$ cat src/rtl/uart_rx_if.sv
// Receive-side signal bundle between the serial pin, the receiver and its consumer.
// The master drives the line and the acknowledge; the slave is the receiver itself.
interface uart_rx_if;
    logic       RX;
    logic       clr_rdy;
    logic [7:0] rx_data;
    logic       rdy;
    logic       frm_err;
    logic       ovr;

    modport master (
        output RX,
        output clr_rdy,
        input  rx_data,
        input  rdy,
        input  frm_err,
        input  ovr
    );

    modport slave (
        input  RX,
        input  clr_rdy,
        output rx_data,
        output rdy,
        output frm_err,
        output ovr
    );
endinterface

$ cat src/rtl/uart_rx.sv
// 8N1 UART receiver: two-flop synchronizer, mid-bit sampling, sticky ready/error flags.
// Returns to IDLE at mid stop bit so zero-gap back-to-back frames are received.
module uart_rx #(
    parameter int unsigned BAUD_DIV = 12'hA2C
) (
    input  logic      clk,
    input  logic      rst_n,
    uart_rx_if.slave  bus
);
    localparam logic [11:0] HALF_DIV = 12'(BAUD_DIV >> 1);
    localparam logic [11:0] BIT_DIV  = 12'(BAUD_DIV - 1);

    typedef enum logic {IDLE, RECEIVE} state_t;

    state_t      state_q, state_d;
    logic        rx_meta_q, rx_s_q;
    logic [11:0] baud_cnt_q, baud_cnt_d;
    logic [3:0]  bit_cnt_q, bit_cnt_d;
    logic [8:0]  sreg_q, sreg_d;
    logic [7:0]  rx_data_q, rx_data_d;
    logic        rdy_q, rdy_d;
    logic        frm_err_q, frm_err_d;
    logic        ovr_q, ovr_d;
    logic        pend_q, pend_d;
    logic        shift;

    always_ff @(posedge clk) begin
        if (!rst_n) begin
            state_q    <= IDLE;
            rx_meta_q  <= 1'b1;
            rx_s_q     <= 1'b1;
            baud_cnt_q <= '0;
            bit_cnt_q  <= '0;
            sreg_q     <= '0;
            rx_data_q  <= '0;
            rdy_q      <= 1'b0;
            frm_err_q  <= 1'b0;
            ovr_q      <= 1'b0;
            pend_q     <= 1'b0;
        end else begin
            state_q    <= state_d;
            rx_meta_q  <= bus.RX;
            rx_s_q     <= rx_meta_q;
            baud_cnt_q <= baud_cnt_d;
            bit_cnt_q  <= bit_cnt_d;
            sreg_q     <= sreg_d;
            rx_data_q  <= rx_data_d;
            rdy_q      <= rdy_d;
            frm_err_q  <= frm_err_d;
            ovr_q      <= ovr_d;
            pend_q     <= pend_d;
        end
    end

    // rdy drops at every start detect, so overrun is tracked by pend_q: a byte
    // delivered and not yet acknowledged by clr_rdy.
    always_comb begin
        state_d    = state_q;
        baud_cnt_d = baud_cnt_q;
        bit_cnt_d  = bit_cnt_q;
        sreg_d     = sreg_q;
        rx_data_d  = rx_data_q;
        rdy_d      = rdy_q;
        frm_err_d  = frm_err_q;
        ovr_d      = ovr_q;
        pend_d     = pend_q;
        shift      = 1'b0;

        if (bus.clr_rdy) begin
            rdy_d     = 1'b0;
            frm_err_d = 1'b0;
            ovr_d     = 1'b0;
            pend_d    = 1'b0;
        end

        case (state_q)
            IDLE: begin
                if (!rx_s_q) begin
                    state_d    = RECEIVE;
                    baud_cnt_d = HALF_DIV;
                    bit_cnt_d  = '0;
                    rdy_d      = 1'b0;
                end
            end
            RECEIVE: begin
                shift      = (baud_cnt_q == 12'd0);
                baud_cnt_d = baud_cnt_q - 12'd1;
                if (shift) begin
                    sreg_d     = {rx_s_q, sreg_q[8:1]};
                    bit_cnt_d  = bit_cnt_q + 4'd1;
                    baud_cnt_d = BIT_DIV;
                    if (bit_cnt_q == 4'd0 && rx_s_q) begin
                        state_d = IDLE;
                    end else if (bit_cnt_q == 4'd9) begin
                        // sreg_q[0] holds the start sample, sreg_q[8:1] the data bits
                        rx_data_d = sreg_q[8:1];
                        rdy_d     = 1'b1;
                        frm_err_d = ~rx_s_q | sreg_q[0];
                        ovr_d     = ovr_q | pend_q;
                        pend_d    = 1'b1;
                        state_d   = IDLE;
                    end
                end
            end
            default: state_d = IDLE;
        endcase
    end

    assign bus.rx_data = rx_data_q;
    assign bus.rdy     = rdy_q;
    assign bus.frm_err = frm_err_q;
    assign bus.ovr     = ovr_q;
endmodule

$ cat src/flat_wrapper.sv
// flat-port wrapper written by rule: the top's interface ports become plain ports
module uart_rx_flat 
#(
    parameter int unsigned BAUD_DIV = 12'hA2C
)
  (clk, rst_n, bus_RX, bus_clr_rdy, bus_rx_data, bus_rdy, bus_frm_err, bus_ovr);
  uart_rx_if bus_i ();
  input  logic clk;
  input  logic rst_n;
  input wire logic [$bits(bus_i.RX)-1:0] bus_RX;
  input wire logic [$bits(bus_i.clr_rdy)-1:0] bus_clr_rdy;
  output wire logic [$bits(bus_i.rx_data)-1:0] bus_rx_data;
  output wire logic [$bits(bus_i.rdy)-1:0] bus_rdy;
  output wire logic [$bits(bus_i.frm_err)-1:0] bus_frm_err;
  output wire logic [$bits(bus_i.ovr)-1:0] bus_ovr;
  assign bus_i.RX = bus_RX;
  assign bus_i.clr_rdy = bus_clr_rdy;
  assign bus_rx_data = bus_i.rx_data;
  assign bus_rdy = bus_i.rdy;
  assign bus_frm_err = bus_i.frm_err;
  assign bus_ovr = bus_i.ovr;
  uart_rx #(.BAUD_DIV(BAUD_DIV)) u_core (.clk(clk), .rst_n(rst_n), .bus(bus_i));
endmodule
$ cat config.mk
export PLATFORM = sky130hd
export DESIGN_NAME = uart_rx_flat
export DESIGN_NICKNAME = d
export VERILOG_FILES = /design/src/rtl/uart_rx_if.sv /design/src/rtl/uart_rx.sv /design/src/flat_wrapper.sv
export SDC_FILE = /design/constraint.sdc
export NUM_CORES = 1
export LEC_CHECK = 0
export ABC_AREA = 1
export BUFFER_PORTS_ARGS = -buffer_cell sky130_fd_sc_hd__buf_2
export CORE_MARGIN = 2
export CORE_UTILIZATION = 32
export CTS_BUF_LIST = sky130_fd_sc_hd__clkbuf_16
export DETAILED_ROUTE_END_ITERATION = 8
export GPL_ROUTABILITY_DRIVEN = 0
export GPL_TIMING_DRIVEN = 0
export PLACE_DENSITY = 0.56
export SYNTH_ARGS = -nofsm -noshare
export SYNTH_HDL_FRONTEND = slang
export SYNTH_SLANG_ARGS = --single-unit
$ cat constraint.sdc
create_clock -name clk -period 2.6 [get_ports clk]
set_input_delay 0.39 -clock clk [delete_from_list [all_inputs] [get_ports clk]]
set_output_delay 0.39 -clock clk [all_outputs]
set_load 0.005 [all_outputs]
==> run summary, run 1 <==
The flow ran to the end, and the final reports show no timing, DRC or antenna violations. Largest fanout on the critical path: 10. The total overflow left after global routing is 0.

The first global-routing pass estimated 8240 µm of wire. Overall power consumption after layout is estimated at 0.00173 W. In this run, the combinational gates consume 19.2% of the power. Number of placed I/O pins: 15. The worst setup path is of the reg -> reg kind. Internal power comes to 0.00121 W.

The number of pins with negative max-slew slack in the final report was 0; the final critical delay including setup and external delays was 1.63 ns. Startpoint type of the worst setup path: a flop. Measured against its own limit, the worst slew margin works out to 62.7%.

Hold repair after CTS inserted 0 buffers. After clock tree synthesis, the clock-pin slew on the worst setup and hold paths is 0.06 ns. The multi-input gate area in the final layout was 1000 µm²; the count of nets after finishing was 341.

The net count after synthesis came out at 320. The layout has 689 filler cells. STA classifies the critical path endpoint as a flop. After the first detailed-routing iteration, the DRC count stood at 64. The final period utilization is 62.7%. The number of storage elements in the synthesis netlist was 40. The final routed wire length divided by cell count was 11.5 µm; the clock net sink count was 40. Each instance of the synthesized netlist takes up on average 6.61 µm². The final routed DRC violation total was 0.

In the post-synthesis netlist, the biggest area contributors are sky130_fd_sc_hd__dfxtp_1 (39%), sky130_fd_sc_hd__nand2_1 (14%), sky130_fd_sc_hd__inv_1 (9.7%). For the placement row count, the log shows 29. The biggest area contributor in the post-synthesis netlist is sky130_fd_sc_hd__dfxtp_1. The cell count after synthesis is 311, and the core region area is 6280 µm². The run gives 0 as the initial antenna violation count. Summing the sequential cell areas from Yosys gives 38.9% of the chip area. Final hold analysis gives a worst-case slack of 0.288 ns. Number of warnings printed during yosys synthesis: 0. Class of the worst hold path: in -> reg. The floorplan die height was 84.2 µm.

Setup repair after global routing left no endpoint under its margin. For the worst setup path, the data required time is 2.78 ns. The count of nets left with antenna violations once routing finished came out at 0. In this run, distinct cell masters in the synthesized netlist total 23.

The logs give 14.4% for the combined global-route utilization of all metal layers and 0.335 mV for the maximum VDD drop. The worst path arrival time was 1.81 ns. Setup TNS after final layout: 0 ns.

The power per unit of standard cell area was 721 nW/µm²; the H-tree depth was 2. Across all layers, the routed design uses 1902 vias. In this run the deepest clock path goes through 2 buffers. The sequential cells in the finished layout cover a total of 801 µm². For the final database, setup skew stands at 0.00483 ns. The first TritonRoute pass finished after 5 iterations. The die is 84.2 µm wide. Via count of the first global-routing pass: 1791.

Timing would allow up to 0.613 GHz. Max-cap violations in this run came to 0. The estimated wirelength of the detail-placed design was 3480 µm; the proportion of netlist area held by the largest area contributor was 38.9%. For the part of the total power dissipated in sequential elements, the log shows 39.0%. For the pin with the worst max-slew slack, the measured transition is 0.559 ns. The clock network accounts for 41.8% of the total power. The static leakage power came out at 1.14 nW. For the switching power summed over all nets, the log shows 0.000517 W. TritonCTS built the clock tree.

For the utilization of the core after routing, the log shows 38.2%. The routed wire length is 4700 µm, and the number of antenna repair diodes is 0. Relative to the synthesized area, the layout overhead comes to 16.4%. The number of hold violations in the final report was 0; the number of gates resized after cts was 0.

Setup violations remaining at the end of the flow were counted as 0. The cell area after synthesis was 2060 µm². The number of CTS-inserted buffers came out at 5.

The later pin in the worst-skew pair is clocked with a latency of 0.29 ns. Once the floorplan was initialized, standard cells occupied 32.8% of the core. Of the total power, the share spent switching nets is 30.0%. Using the TritonRoute via totals, the vias-per-cell ratio works out to 4.64. The tools report the die area as 7090 µm². Cells with a size suffix above 1 make up 10.5% of the layout. Post-CTS timing repair inserted 0 buffers for setup. The pin count of the biggest net entering global routing is 15. The tools report the clock root buffer as sky130_fd_sc_hd__clkbuf_16. Input and output buffers added on the ports amount to 14.
[state kept, by name, indices dropped and copies added, names as in the netlist]
signal              flops
u_core.rx_s_q           1
u_core.state_q          1
u_core.pend_q           1
u_core.bus.rdy          1
u_core.rx_meta_q        1
u_core.bus.rx_data      8
u_core.bus.ovr          1
u_core.bus.frm_err      1
u_core.bit_cnt_q        4
u_core.baud_cnt_q      12
u_core.sreg_q           9
[final cells by class]
type / count / area share [%]
Timing Repair Buffer: 14 / 2.93
Sequential cell: 40 / 33.4
Buffer: 8 / 1.93
Clock inverter: 3 / 1.93
Multi-Input combinational cell: 208 / 41.9
Tap cell: 77 / 4.02
Clock buffer: 5 / 5.22
Inverter: 55 / 8.62
[through the flow]
stage / area, µm² / setup slack (ns) / cells
after global placement: 2220 / 0.994 / 402
after floorplan: 2060 / 1.23 / 311
after global routing: 2390 / 0.783 / 410
final: 2390 / 0.970 / 410
after CTS: 2390 / 0.980 / 410
after detailed placement: 2220 / 0.992 / 402
[power groups by stage]
stage	Combinational (W)	Sequential, W	Clock [W]
after floorplan	0.000263	0.000678	0
after global placement	0.000329	0.000686	0
after detailed placement	0.000330	0.000686	0
after CTS	0.000332	0.000673	0.000735
after global routing	0.000386	0.000677	0.000758
final	0.000331	0.000673	0.000722
[cells in the final DEF (no fill, tap or decap), drive strengths merged]
cell type  instances
clkbuf            10
buf               17
a21oi             25
or2                2
ha                 5
nand3             19
inv               55
a221oi             1
nand4             12
clkinv             1
o21bai             1
o21ai             19
a31oi              1
xor2               2
o211ai             1
nor2              44
bufinv             1
nand2             76
clkinvlp           1
dfxtp             40
[kinds of logic after synthesis]
group | after synthesis | synth area share [%]
and+or+nand+nor | 153 | 32.7
DFF | 40 | 38.9
AOI/OAI and AO/OA | 48 | 12.2
buffers and inverters | 63 | 12.3
xor gates and xnor gates | 2 | 0.852
adders and majority gates | 5 | 3.04
[synth_stat cells, drive strengths merged]
cell type	count
inv	54
o21ai	19
xor2	2
dfxtp	40
or2	2
ha	5
nand4	12
buf	3
nor2	44
clkbuf	5
o21bai	1
nand3	19
a221oi	1
a31oi	1
nand2	76
o211ai	1
clkinv	1
a21oi	25
[worst max-delay path, cell delays in order (launching register included)]
cell and delay [ns]:
sky130_fd_sc_hd__dfxtp_1 0.35, sky130_fd_sc_hd__inv_1 0.10, sky130_fd_sc_hd__ha_1 0.15, sky130_fd_sc_hd__nand2_1 0.05, sky130_fd_sc_hd__nor2_1 0.17, sky130_fd_sc_hd__clkbuf_1 0.38, sky130_fd_sc_hd__a31oi_1 0.09, sky130_fd_sc_hd__o21ai_0 0.20
sky130_fd_sc_hd__inv_1 0.05
[path summary, 6_finish.rpt]
path | startpoint | endpoint | slack (ns) | cells past startpoint
max | u_core.bit_cnt_q[1]$_SDFFE_PN0P_ | u_core.state_q$_SDFF_PN0_ | 0.97 | 8
min | bus_RX | u_core.rx_meta_q$_SDFF_PN1_ | 0.29 | 2
max reg2reg | u_core.bit_cnt_q[1]$_SDFFE_PN0P_ | u_core.state_q$_SDFF_PN0_ | 0.97 | 8
min reg2reg | u_core.rx_meta_q$_SDFF_PN1_ | u_core.rx_s_q$_SDFF_PN1_ | 0.41 | 1
[metal layers]
metal	global-route usage [%]	up-vias	part of all wire [%]
met5	0	-	0
met4	6.01	0	2.3
met3	2.95	9	2.5
met2	23.4	22	44
met1	18.5	855	51
li1	-	1016	-
Power figures use the tool's default switching activity.
==> run 2, diff against run 1 <==
- clock period: 2.6 -> 1.6 ns (I/O delays scaled with it)
==> run 2 against run 1 <==
Combinational power rose by 83%. Die area did not move. Clock skew about the same. Setup slack worse by 0.86 ns. Final cell count grew 1.2%. Critical path depth grew 1. Largest cell class unchanged. Non-clock buffer count grew 5. Fmax increased by 9.3%. Via count is 1.6% higher. Largest power group unchanged.
==> run summary, run 2 (same netlist as run 1, synthesis figures left out) <==
The tools report the via count of the first global-routing pass as 1791 (unchanged). The clock net sink count was 40 (unchanged). The clock root buffer is sky130_fd_sc_hd__clkbuf_16. The startpoint identified for the worst register-to-register timing path is u_core.baud_cnt_q[1]$_SDFFE_PN0P_.

The library cell used most frequently in the layout, excluding fill and tap cells, is sky130_fd_sc_hd__nand2_1. Count of cells along the worst register-to-register path: 9 (+1). The H-tree depth is 2 (unchanged), and the area growth from synthesis to layout is 19.5%. The worst setup path is of the reg -> reg kind. The tightest min-delay check is of the in -> reg type. TritonCTS built the clock tree.

The tools report the initial antenna violation count as 0 (unchanged). Setup repair after global routing left no endpoint under its margin. The estimated wirelength of the detail-placed design was 3480 µm (unchanged); the part of the total power dissipated in sequential elements was 38.1% (-0.9 points).

The hold buffer count at CTS came out at 0 (unchanged). The power per unit of standard cell area was 1170 nW/µm² (+62%); the number of flip-flops under the largest register name was 12 (unchanged). The flow ran to the end, and the final reports show no timing, DRC or antenna violations.

The floorplan die height came out at 84.2 µm (unchanged). The maximum buffer depth of the clock tree came out at 2 (unchanged). The tools report the final routed DRC violation total as 0 (unchanged). The logs give 15 (unchanged) for the pin count of the biggest net entering global routing and 0.546 mV (+63%) for the maximum VDD drop.

STA classifies the critical path startpoint as a flop. The combinational cell fraction of total power came out at 21.1% (+1.9 points). Count of TritonRoute iterations in the first routing pass: 4 (-1).

The tools report the number of hold violations in the final report as 0 (unchanged). Fraction of layout cells with a size suffix above 1: 13.9% (+3.4 points). The residual overflow from global routing was 0 (unchanged); the total number of vias was 1933 (+1.6%). The die area was 7090 µm² (unchanged); the clock edge transition at the registers on the reported setup and hold paths was 0.06 ns (about the same). The capturing element type of the critical path is a flop.

The width of the die works out to 84.2 µm (unchanged). The final period utilization was 93.2% (+30 points); the number of placed I/O pins was 15 (unchanged). The final worst setup slack was 0.109 ns (-0.861 ns); the final setup violation count was 0 (unchanged). The logs give 6280 µm² (unchanged) for the core region area and 0.000854 W (+65%) for the switching power summed over all nets. The static leakage power came out at 1.17 nW (+2.9%). Count of max-cap constraint violations: 0 (unchanged). The register bank with the most flops is u_core.baud_cnt_q.

The number of antenna repair diodes was 0 (unchanged). The number of DRC markers after the initial detailed-route iteration came out at 65 (+1.6%). The largest fanout on the critical path came out at 3 (-7). The final critical delay including setup and external delays is 1.49 ns (-0.139 ns). The endpoint required time on the critical path was 1.78 ns (-1.00 ns). Count of nets after finishing: 346 (+1.5%).

The post-placement setup slack came out at -0.00765 ns (-1.00 ns). The switching part of the total power came out at 29.8% (-0.22 points). The final routed wire length divided by cell count works out to 11.5 µm (about the same). The slew of the pin with the lowest slew margin is 0.552 ns (-0.00739 ns), and the number of pins with negative max-slew slack in the final report is 0 (unchanged).

The worst slew margin relative to its limit is 63.2% (+0.49 points). Clock share of power: 40.7% (-1.1 points). The number of buffers added on ports came out at 14 (unchanged). The via count normalized by instance count works out to 4.66 (+0.41%). Utilization of the core after routing: 39.1% (+1.0 points). The number of CTS-inserted buffers was 5 (unchanged). Worst clock skew: 0.00479 ns (-0.0000375 ns). The worst setup path endpoint was u_core.baud_cnt_q[8]$_SDFFE_PN0P_. The run gives 0.00202 W (+67%) as the internal power. First-pass GRT wire length: 8240 µm (unchanged).

The run gives 14.4% (unchanged) as the combined global-route utilization of all metal layers. Clock network latency to the later pin of the worst-skew pair: 0.29 ns (about the same). The routed wire length came out at 4760 µm (+1.2%). The tools report the worst path arrival time as 1.67 ns (-0.14 ns).

For the number of nets with antenna violations after routing, the log shows 0 (unchanged). The timing-limited maximum frequency is 0.671 GHz (+9.3%), and the placement row count is 29 (unchanged). The library cells used most frequently in the layout, excluding fill and tap cells, are sky130_fd_sc_hd__nand2_1 (75), sky130_fd_sc_hd__inv_1 (52), sky130_fd_sc_hd__dfxtp_1 (40), sky130_fd_sc_hd__nor2_1 (39), sky130_fd_sc_hd__a21oi_1 (25). The effective utilization at floorplan was 32.8% (unchanged). The endpoint identified for the worst register-to-register timing path is u_core.baud_cnt_q[8]$_SDFFE_PN0P_. The worst reg-to-reg setup slack came out at 0.11 ns (-0.86 ns). In this run the worst setup path begins at u_core.baud_cnt_q[1]$_SDFFE_PN0P_.
-- run 2: worst min-delay path by stage --
stage / end / startpoint / slack, ns / cells after the start
finish: u_core.rx_meta_q$_SDFF_PN1_ / bus_RX / 0.14 / 2
global placement: u_core.rx_s_q$_SDFF_PN1_ / u_core.rx_meta_q$_SDFF_PN1_ / 0.40 / 1
floorplan: u_core.rx_meta_q$_SDFF_PN1_ / bus_RX / 0.35 / 1
global route: u_core.rx_meta_q$_SDFF_PN1_ / bus_RX / 0.15 / 2
CTS: u_core.rx_meta_q$_SDFF_PN1_ / bus_RX / 0.14 / 2
detailed placement: u_core.rx_s_q$_SDFF_PN1_ / u_core.rx_meta_q$_SDFF_PN1_ / 0.40 / 1
-- run 2: area by class of cell --
| class | count | area (µm²) |
|---|---|---|
| plain buffers | 8 | 51.3 |
| clock buffers | 5 | 125 |
| clock inverters | 3 | 46.3 |
| fillers | 684 | 3820 |
| inverters | 55 | 206 |
| multi-input cells | 208 | 1020 |
| flip-flops and latches | 40 | 801 |
| well taps | 77 | 96.3 |
| repair buffers | 19 | 108 |
-- run 2: power by group through the flow --
| stage | registers [W] | clock network, W | logic (W) |
|---|---|---|---|
| floorplan | 0.00110 | 0 | 0.000427 |
| global placement | 0.00111 | 0 | 0.000535 |
| detailed placement | 0.00111 | 0 | 0.000537 |
| CTS | 0.00109 | 0.00119 | 0.000539 |
| global route | 0.00110 | 0.00123 | 0.000702 |
| finish | 0.00109 | 0.00117 | 0.000607 |
-- run 2: layer usage --
| layer | routed length (µm) | up-vias | global-route usage (%) | share of wire, % |
|---|---|---|---|---|
| li1 | - | 1029 | - | - |
| met4 | 89 | 0 | 6.01 | 1.9 |
| met1 | 2370 | 867 | 18.5 | 50 |
| met5 | 0 | - | 0 | 0 |
| met2 | 2150 | 30 | 23.4 | 45 |
| met3 | 150 | 7 | 2.95 | 3.2 |
-- run 2: worst max-delay path: stages (launching register included) --
cell	delay, ns
sky130_fd_sc_hd__dfxtp_1	0.32
sky130_fd_sc_hd__inv_1	0.13
sky130_fd_sc_hd__ha_2	0.22
sky130_fd_sc_hd__nand2_1	0.09
sky130_fd_sc_hd__nor2_2	0.16
sky130_fd_sc_hd__nand2_1	0.12
sky130_fd_sc_hd__nand2_1	0.07
sky130_fd_sc_hd__nand2_1	0.04
sky130_fd_sc_hd__a21oi_1	0.17
sky130_fd_sc_hd__nor2_1	0.06
-- run 2: through the flow --
| step | cells | TNS [ns] | cell area (µm²) | hold slack (ns) | power (W) |
|---|---|---|---|---|---|
| 2_1_floorplan | 311 | 0 | 2060 | 0.347 | 0.00153 |
| 3_3_place_gp | 402 | -0.0195 | 2220 | 0.400 | 0.00165 |
| 3_5_place_dp | 402 | -0.0120 | 2220 | 0.401 | 0.00165 |
| 4_1_cts | 410 | 0 | 2400 | 0.136 | 0.00283 |
| 5_1_grt | 415 | 0 | 2460 | 0.148 | 0.00303 |
| 6_report | 415 | 0 | 2460 | 0.139 | 0.00287 |
-- run 2: what timing repair did --
item	4_1_cts	5_1_grt
buffers inserted	0	5
pin swaps	1	3
gates resized for setup	1	12
endpoints found under the setup margin	7	29
==> run 3, diff against run 2 <==
- CORE_UTILIZATION: 32 -> 35
- PLACE_DENSITY: 0.56 -> 0.59
- SETUP_SLACK_MARGIN: default -> 0.3
==> run 3 against run 2 <==
Sequential share of layout area down 3.5 points. Via count up 5.0%. Combinational power up 33%. Routed wire length up 16%. Global-route usage up 3.0 points. Critical path depth down 2. Non-clock buffer count up 12. Register-to-register slack better by 0.09 ns. Clock-buffer cell count unchanged. Fmax up 6.1%. Core utilization up 11 points. Critical path type unchanged.
==> run summary, run 3 (same netlist as run 1, synthesis figures left out) <==
Pin count of the biggest net entering global routing: 15 (unchanged). Largest incremental delay on the critical path: 0.36 ns (+0.04 ns). The setup TNS after final layout is 0 ns (unchanged), and the number of CTS-inserted buffers is 5 (unchanged). The hold buffer count at CTS came out at 0 (unchanged). The largest fanout on the critical path was 7 (+4). The fraction of layout cells with a size suffix above 1 was 34.6% (+21 points). Walking the worst path, the cells encountered are nor2_4, nand3_1, nor2_4, nand2_2, nand3_1, nand2_1, inv_1. The tools report the number of standard cells in the final layout excluding fillers as 422 (+1.7%).

Floorplan die height: 80.7 µm (-4.2%). The count of max-cap constraint violations was 0 (unchanged); the width of the die was 80.7 µm (-4.2%). The number of placed instances, taps included was 397 (-1.2%); the worst path arrival time was 1.63 ns (-0.04 ns). Final critical delay including setup and external delays: 1.41 ns (-0.0857 ns). The run finished with clean final reports.

The slew of the pin with the lowest slew margin is 0.606 ns (+0.0540 ns). u_core.baud_cnt_q holds more flip-flops than any other register. STA classifies the critical path startpoint as a flop. The critical path is of the reg -> reg type. The core region area was 5610 µm² (-11%); the number of nets with antenna violations after routing was 0 (unchanged).

Clock edge transition at the registers on the reported setup and hold paths: 0.06 ns (about the same). The run gives 59.6% (-3.6 points) as the worst slew margin relative to its limit. Kind of cell adding the most delay to the critical path: simple AND/OR/NAND/NOR gates. The number of DRC markers after the initial detailed-route iteration is 82 (+26%).

The H-tree depth was 2 (unchanged); the final setup violation count was 0 (unchanged). The number of flip-flops under the largest register name is 12 (unchanged), and the placement row count is 27 (-6.9%). The clock net sink count was 40 (unchanged); the count of buffering cells on the critical path with inverters included was 1 (unchanged).

For the via count of the first global-routing pass, the log shows 1877 (+4.8%). The estimated wirelength of the detail-placed design was 3470 µm (-0.12%). For the number of antenna repair diodes, the log shows 0 (unchanged). The library cell contributing the largest single delay on the critical path is sky130_fd_sc_hd__dfxtp_4. The final period utilization was 87.9% (-5.4 points); the static leakage power was 1.29 nW (+10%). The area growth from synthesis to layout was 37.0%; the via count normalized by instance count was 4.81 (+3.3%). The run gives 568 (-17%) as the number of filler instances in the final layout.

For the final routed DRC violation total, the log shows 0 (unchanged). For the number of pins with negative max-slew slack in the final report, the log shows 0 (unchanged). The run gives 17.4% (+3.0 points) as the combined global-route utilization of all metal layers.

Commonest non-fill, non-tap cell in the layout: sky130_fd_sc_hd__nand2_1. Clock root buffer: sky130_fd_sc_hd__clkbuf_16. The class of the worst hold path is in -> reg. TritonCTS built the clock tree. The number of placed I/O pins was 15 (unchanged). For the timing-limited maximum frequency, the log shows 0.711 GHz (+6.1%). The tools report the die area as 6510 µm² (-8.2%).

The power per unit of standard cell area was 1090 nW/µm² (-6.3%); the routed wire length was 5510 µm (+16%). The run gives 0.149 ns (+0.0100 ns) as the worst hold slack. The logs give 358 (+3.5%) for the count of nets after finishing and 2 (unchanged) for the maximum buffer depth of the clock tree. The tools report the effective utilization at floorplan as 36.7% (+3.9 points).

The logs give 0 (unchanged) for the residual overflow from global routing and 2030 (+5.0%) for the total number of vias. The run gives 4 (unchanged) as the count of TritonRoute iterations in the first routing pass. The endpoint required time on the critical path was 1.82 ns (+0.04 ns). STA classifies the critical path endpoint as a flop. Setup repair after global routing could not meet its margin everywhere. The maximum VDD drop was 0.634 mV (+16%).

Number of buffers added on ports: 14 (unchanged). The first-pass GRT wire length is 8790 µm (+6.7%). The initial antenna violation count was 0 (unchanged). The top cell types in the final layout, fill and taps aside, are sky130_fd_sc_hd__nand2_1 (59), sky130_fd_sc_hd__inv_1 (41), sky130_fd_sc_hd__dfxtp_1 (29), sky130_fd_sc_hd__nor2_1 (28), sky130_fd_sc_hd__a21oi_1 (22). The clock network latency to the later pin of the worst-skew pair came out at 0.28 ns (about the same). The final routed wire length divided by cell count came out at 13.0 µm (+14%).

Post-layout total power: 0.00308 W (+7.5%). The tools report the worst clock skew as 0.00571 ns (+0.000914 ns). Number of hold violations in the final report: 0 (unchanged).
[run 3: cell count changes in the layout (fill, tap and decap cells not counted), sizes merged]
cell    previous run  this run
buf               23        34
clkbuf             9        10
[run 3: per-stage QoR]
stage	utilization, %	setup WS, ns	area [µm²]
finish	50.2	0.194	2820
global route	50.2	0.114	2820
CTS	47.2	0.264	2650
detailed placement	39.8	0.0761	2230
global placement	39.8	0.0600	2230
floorplan	-	0.302	2070
[run 3: where the power goes]
group | internal (W) | switching (W)
Combinational | 0.000327 | 0.000479
Sequential | 0.00105 | 0.0000663
Clock | 0.000741 | 0.000421
Total | 0.00212 | 0.000966
[run 3: metal layers]
layer	up-vias	wire length, µm	track usage [%]	part of all wire (%)
met1	925	2610	23.6	47
met4	0	86	6.10	1.6
li1	1060	-	-	-
met5	-	0	0	0
met2	37	2600	27.9	47
met3	8	213	2.70	3.9
[run 3: what timing repair did]
action	4_1_cts	5_1_grt
resized for setup	49	50
cloned	2	1
setup endpoints to repair	37	37
pin swaps	12	17
buffers inserted	11	3
[run 3: layout make-up]
class	instances	area (µm²)	share of cell area, %
buffer	8	62.6	2.22
clock inverter	3	46.3	1.64
inverter	55	211	7.50
tap	72	90.1	3.20
sequential	40	820	29.1
multi-input combinational	208	1220	43.3
clock buffer	5	125	4.44
timing repair buffer	31	243	8.61
[run 3: final timing paths]
path | slack [ns] | end | start | cells after the start
hold reg to reg | 0.41 | u_core.rx_s_q$_SDFF_PN1_ | u_core.rx_meta_q$_SDFF_PN1_ | 1
setup reg to reg | 0.19 | u_core.baud_cnt_q[3]$_SDFFE_PN0P_ | u_core.baud_cnt_q[8]$_SDFFE_PN0P_ | 7
hold / removal | 0.15 | u_core.rx_meta_q$_SDFF_PN1_ | bus_RX | 2
setup / recovery | 0.19 | u_core.baud_cnt_q[3]$_SDFFE_PN0P_ | u_core.baud_cnt_q[8]$_SDFFE_PN0P_ | 7
